[src/rtl/key_sched_ctrl.sv]
// Sequencer for the evolve_key AES-256 expander: issues ks_load / ks_round,
// captures each round key into a local buffer and serves registered reads from it.
module key_sched_ctrl #(
    parameter int NUM_RK = 15,
    parameter int KS_LAT = 1,
    parameter int KEY_W  = 128
) (
    input  logic             clk,
    input  logic             rst,
    input  logic             start,
    input  logic             key_sel,
    output logic             busy,
    output logic             ready,
    output logic             hit,
    output logic             cur_sel,
    output logic             ks_d_tk,
    output logic             ks_load,
    output logic [3:0]       ks_round,
    input  logic [KEY_W-1:0] ks_out,
    input  logic             rk_rd_en,
    input  logic [3:0]       rk_rd_idx,
    output logic [KEY_W-1:0] rk_rd_data,
    output logic             rk_rd_valid,
    output logic             rk_err
);

    typedef enum logic [1:0] {IDLE, LOAD, EXPAND, DRAIN} state_t;

    localparam logic [3:0] LAST_RK = 4'(NUM_RK - 1);
    localparam logic [4:0] NUM_RK5 = 5'(NUM_RK);

    state_t           state_q, state_d;
    logic             busy_q, busy_d;
    logic             ready_q, ready_d;
    logic             hit_q, hit_d;
    logic             sel_q, sel_d;
    logic             load_q, load_d;
    logic [3:0]       round_q, round_d;
    logic             issue;

    // Issued-round tracker: stage k holds the round driven k edges ago.
    logic [KS_LAT-1:0] pvld_q;
    logic [3:0]        pidx_q [KS_LAT];
    logic              cap_vld;
    logic [3:0]        cap_idx;
    logic              cap_last;

    logic [KEY_W-1:0] rk_mem [NUM_RK];

    logic             rd_ok;
    logic             rd_bad;
    logic [KEY_W-1:0] rd_data_q;
    logic             rd_valid_q;
    logic             rd_err_q;

    assign cap_vld  = pvld_q[KS_LAT-1];
    assign cap_idx  = pidx_q[KS_LAT-1];
    assign cap_last = cap_vld && (cap_idx == LAST_RK);

    assign rd_ok  = rk_rd_en && ready_q && ({1'b0, rk_rd_idx} < NUM_RK5);
    assign rd_bad = rk_rd_en && !rd_ok;

    always_comb begin
        state_d = state_q;
        busy_d  = busy_q;
        ready_d = ready_q;
        hit_d   = 1'b0;
        sel_d   = sel_q;
        load_d  = 1'b0;
        round_d = round_q;
        issue   = 1'b0;
        case (state_q)
            IDLE: begin
                if (start) begin
                    if (ready_q && (key_sel == sel_q)) begin
                        hit_d = 1'b1;
                    end else begin
                        sel_d   = key_sel;
                        ready_d = 1'b0;
                        busy_d  = 1'b1;
                        load_d  = 1'b1;
                        round_d = 4'd0;
                        state_d = LOAD;
                    end
                end
            end
            LOAD: begin
                round_d = 4'd0;
                issue   = 1'b1;
                state_d = (LAST_RK == 4'd0) ? DRAIN : EXPAND;
            end
            EXPAND: begin
                round_d = round_q + 4'd1;
                issue   = 1'b1;
                if (round_d == LAST_RK) begin
                    state_d = DRAIN;
                end
            end
            DRAIN: begin
                if (cap_last) begin
                    ready_d = 1'b1;
                    busy_d  = 1'b0;
                    round_d = 4'd0;
                    state_d = IDLE;
                end
            end
            default: state_d = IDLE;
        endcase
    end

    always_ff @(posedge clk or posedge rst) begin
        if (rst) begin
            state_q    <= IDLE;
            busy_q     <= 1'b0;
            ready_q    <= 1'b0;
            hit_q      <= 1'b0;
            sel_q      <= 1'b0;
            load_q     <= 1'b0;
            round_q    <= 4'd0;
            pvld_q     <= '0;
            rd_data_q  <= '0;
            rd_valid_q <= 1'b0;
            rd_err_q   <= 1'b0;
        end else begin
            state_q    <= state_d;
            busy_q     <= busy_d;
            ready_q    <= ready_d;
            hit_q      <= hit_d;
            sel_q      <= sel_d;
            load_q     <= load_d;
            round_q    <= round_d;
            pvld_q[0]  <= issue;
            for (int k = 1; k < KS_LAT; k++) begin
                pvld_q[k] <= pvld_q[k-1];
            end
            rd_valid_q <= rd_ok;
            rd_err_q   <= rd_bad;
            if (rd_ok) begin
                rd_data_q <= rk_mem[rk_rd_idx];
            end
        end
    end

    // Buffer and index pipe carry no reset; ready=0 marks the contents stale.
    always_ff @(posedge clk) begin
        pidx_q[0] <= round_d;
        for (int k = 1; k < KS_LAT; k++) begin
            pidx_q[k] <= pidx_q[k-1];
        end
        if (cap_vld) begin
            rk_mem[cap_idx] <= ks_out;
        end
    end

    assign busy        = busy_q;
    assign ready       = ready_q;
    assign hit         = hit_q;
    assign cur_sel     = sel_q;
    assign ks_d_tk     = sel_q;
    assign ks_load     = load_q;
    assign ks_round    = round_q;
    assign rk_rd_data  = rd_data_q;
    assign rk_rd_valid = rd_valid_q;
    assign rk_err      = rd_err_q;

endmodule

[config.mk]
export PLATFORM = sky130hd
export DESIGN_NAME = key_sched_ctrl
export DESIGN_NICKNAME = d
export VERILOG_FILES = /design/src/rtl/key_sched_ctrl.sv
export SDC_FILE = /design/constraint.sdc
export NUM_CORES = 2
export LEC_CHECK = 0
export CAP_MARGIN = 15
export CORE_MARGIN = 1
export CORE_UTILIZATION = 30
export CTS_CLUSTER_SIZE = 24
export DETAILED_ROUTE_END_ITERATION = 8
export GPL_TIMING_DRIVEN = 0
export HOLD_SLACK_MARGIN = 0.06
export REMOVE_ABC_BUFFERS = 1
export SYNTH_ARGS = -nofsm -noshare
export SYNTH_HDL_FRONTEND = slang
export SYNTH_SLANG_ARGS = --single-unit
[constraint.sdc]
create_clock -name clk -period 10.24 [get_ports clk]
set_input_delay 2.048 -clock clk [delete_from_list [all_inputs] [get_ports clk]]
set_output_delay 2.048 -clock clk [all_outputs]
set_load 0.02 [all_outputs]
==> metrics.md <==
| Metric | Value |
|---|---|
| Number of synthesized flops with an enable pin | 1,920 |
| Yosys cell types | 36 |
| Slew Viols, Final | 0 |
| Register area | 0.0613 sq mm |
| Clk sinks | 2,066 |
| Crit start category | input port |
| Worst slew pin tran | 0.884 ns |
| Yosys reg bits | 2,066 |
| Final min period | 5.73 ns |
| CTS Root Cell | clkbuf_16 |
| First-pass GRT wire length | 280,000 microns |
| Initial DRT Pass Iterations | 7 |
| Fin Hold WS | 0.533 ns |
| Yosys warns | 0 |
| Post-synthesis mux area share | 15.9% |
| Post-route insts no fill | 7,713 |
| RePlAce Congestion | 0.667 |
| Mapped Cells | 3,644 |
| IO Pins | 277 |
| Hold buffer count at cts | 0 |
| Run status | finished clean |
| CTS HTree Levels | 4 |
| CP Class | input port to flop |
| Most common cell after layout, fill and taps aside | edfxtp_1 |
| Largest net degree at the start of global routing | 96 |
| Layout cells sized above 1 | 24.6% |
| Port Buffers | 276 |
| GRT Total Usage | 14.6% |
| Clock Latency Late Sink | 0.85 ns |
| Initial core utilization | 30.2% |
| Placeable Area | 0.259 sq mm |
| Worst setup margin | 4.51 ns |
| Initial antenna violation count | 18 |
| Maxcap violations | 0 |
| Largest delay contributor family on the critical path | buffers and inverters |
| Most frequent cells in the layout | 1,920 x edfxtp_1, 384 x mux4_2, 272 x clkdlybuf4s50_1, 236 x mux2i_1, 214 x clkbuf_16 |
| Vias in the first global route | 39,400 |
| Final Hold Vio Count | 0 |
| Dpl cells | 7,307 |
| Largest family of logic cells by synthesized area | multiplexers |
| Total number of vias | 37,600 |
| Die Y | 513 microns |
| Post-CTS setup buffers | 0 |
| Hold WC Path Type | flop to flop |
| Setup slack at placement | 3.63 ns |
| DR vias/cell | 4.88 |
| DRC viols | 0 |
| Post-synth ARST share | 6.87% |
| Register area share after synthesis | 78.3% |
| Static Leak | 30.6 nW |
| Fmax | 0.174 GHz |
| Final setup fails | 0 |
| Avg Synthesized Cell Area | 21.5 sq um |
| Post-Synth Adder-Cell Area | 0.0959% |
| Die Area | 0.263 sq mm |
| Power Density | 234 mW/mm^2 |
| Core Rows | 187 |
| Pwr Total | 22.2 mW |
| Fill count | 23,500 |
| Initial DRC Count | 3,469 |
| Synth Area in XOR/XNOR | 0.0224% |
| Most frequent CP cell | buf_16 |
| CTS tree | done |
| Drt wl/cell | 25.1 microns |
| CTS Buf Count | 213 |
| Final #Nets | 4,263 |
| Slowest-stage cell, CP | nand2b_4 |
| Die width | 513 microns |
| CP required | 10.98 ns |
| Critical path fanouts, max | 72 |
| Fin util | 36.6% |
| Area Growth Syn to Fin | 21.4% |
| Worst path arrival time | 6.47 ns |
| Complex-gate fraction of the synthesized area | 3.20% |
| Worst Setup End Kind | flop |
| Clock slew at reported path FFs | 0.06 ns |
| Worst-case vdd ir drop | 0.179 mV |
| Remaining antenna violation count after routing | 0 |
| Cell area after synthesis | 0.0783 sq mm |
| WP buf/inv | 6 |
| RSZ-0062 raised after global routing | false |
| Simple-gate share of the synthesized area | 0.889% |
| Worst Clk Skew | 0.0423 ns |
| Routed WL | 194,000 microns |
| Total grt overflow | 0 |
| Cts repair resizes | 0 |
| Worst relative slew slack | 41.1% |
| Area of the multi-input gates | 0.0159 sq mm |
| Final worst-path cycle share | 56.0% |
| Clk buf depth | 3 |
| Detailed placement HPWL | 115,000 microns |
| Post-synth top flop | edfxtp_1 |
| Largest stage delay, worst path | 0.69 ns |
| Worst path cell trace | buf_8, buf_16, buf_16, buf_16, nand4_1, and3_4, buf_16, nand2b_4, buf_16, o22ai_1, a31oi_1 |
## per-layer routing
metal / track usage [%] / wire length (microns) / part of all wire [%] / vias up
li1: - / - / - / 16200
met2: 24.0 / 94500 / 49 / 1058
met5: 0 / 115 / 0.059 / -
met3: 3.22 / 11600 / 6.0 / 286
met4: 3.73 / 4160 / 2.1 / 18
met1: 19.6 / 83300 / 43 / 20100
## path summary, 6_finish.rpt
path | startpoint | end | slack [ns] | cells past startpoint
worst min register to register | busy$_DFFE_PP0P_ | busy$_DFFE_PP0P_ | 0.53 | 2
worst max register to register | pidx_q[0][2]$_DFF_P_ | rk_mem[8][58]$_DFFE_PP_ | 7.11 | 9
max in group asynchronous | rst | rk_rd_data[41]$_DFFE_PP0P_ | 7.63 | 3
worst min-delay path | busy$_DFFE_PP0P_ | busy$_DFFE_PP0P_ | 0.53 | 2
min in group asynchronous | rst | rk_rd_data[126]$_DFFE_PP0P_ | 1.59 | 2
worst max-delay path | rk_rd_idx[0] | rk_rd_data[112]$_DFFE_PP0P_ | 4.51 | 11
## cell usage after synthesis, types with 2 or more instances
master | instances | area share [%]
o211ai_1 | 23 | 0.22
o21a_1 | 3 | 0.029
nor2_1 | 13 | 0.062
nand2b_1 | 7 | 0.056
mux4_2 | 384 | 11
inv_1 | 8 | 0.038
o22ai_1 | 127 | 1.0
dfrtp_1 | 142 | 4.5
nand3b_1 | 2 | 0.019
a221oi_1 | 3 | 0.034
clkbuf_1 | 69 | 0.33
dfxtp_1 | 4 | 0.10
and2_1 | 2 | 0.016
buf_1 | 5 | 0.024
nor3_1 | 5 | 0.032
mux2i_1 | 236 | 3.0
buf_4 | 26 | 0.25
nand2_1 | 137 | 0.66
a31oi_1 | 108 | 0.86
a21oi_1 | 25 | 0.16
nand3_1 | 3 | 0.019
buf_6 | 24 | 0.35
mux2_2 | 130 | 1.9
edfxtp_1 | 1920 | 74
ha_1 | 6 | 0.096
buf_2 | 92 | 0.59
o21ai_0 | 131 | 0.84
## worst register-to-register path: cells and delay by family, from the launching register on
family | cells | cell delay [ns]
buf+inv | 7 | 1.44
simple gates | 2 | 1.05
flops | 1 | 0.32
## report_power, final
group / switching [mW] / internal (mW)
Sequential: 0.402 / 10.3
Combinational: 2.11 / 1.56
Clock: 3.29 / 4.52
## cell type report
class,instances,area share [%]
tap,3402,4.48
multi-input combinational,1354,16.7
clock inverter,117,1.39
timing repair buffer,477,6.71
sequential,2066,64.5
antenna,6,0.0158
inverter,8,0.0395
clock buffer,283,6.13
## cell families (layout without fill, tap and decap cells)
logic type,count (synthesis),count (layout)
AOI/OAI and AO/OA,424,424
xor gates and xnor gates,2,2
adders and majority gates,6,6
buffers and inverters,224,885
DFF,2066,2066
muxes,750,750
other,0,6
and+or+nand+nor,172,172
## sequential cells by signal, indices dropped and copies added (netlist names)
| signal | cells |
|---|---|
| rk_mem | 1920 |
| state_q | 2 |
| ks_round | 4 |
| rk_rd_valid | 1 |
| rk_err | 1 |
| rk_rd_data | 128 |
| ready | 1 |
| pidx_q | 4 |
| hit | 1 |
| ks_load | 1 |
| cur_sel | 1 |
| cap_vld | 1 |
| busy | 1 |
## metrics by stage
stage                     TNS [ns]  cell area (sq um)
after detailed placement         0              87900
after global routing             0              95000
after global placement           -              84100
after CTS                        0              95000
after floorplan              -3.21              77100
final                            0              95000
No activity file was read; power rests on OpenSTA's default activity.
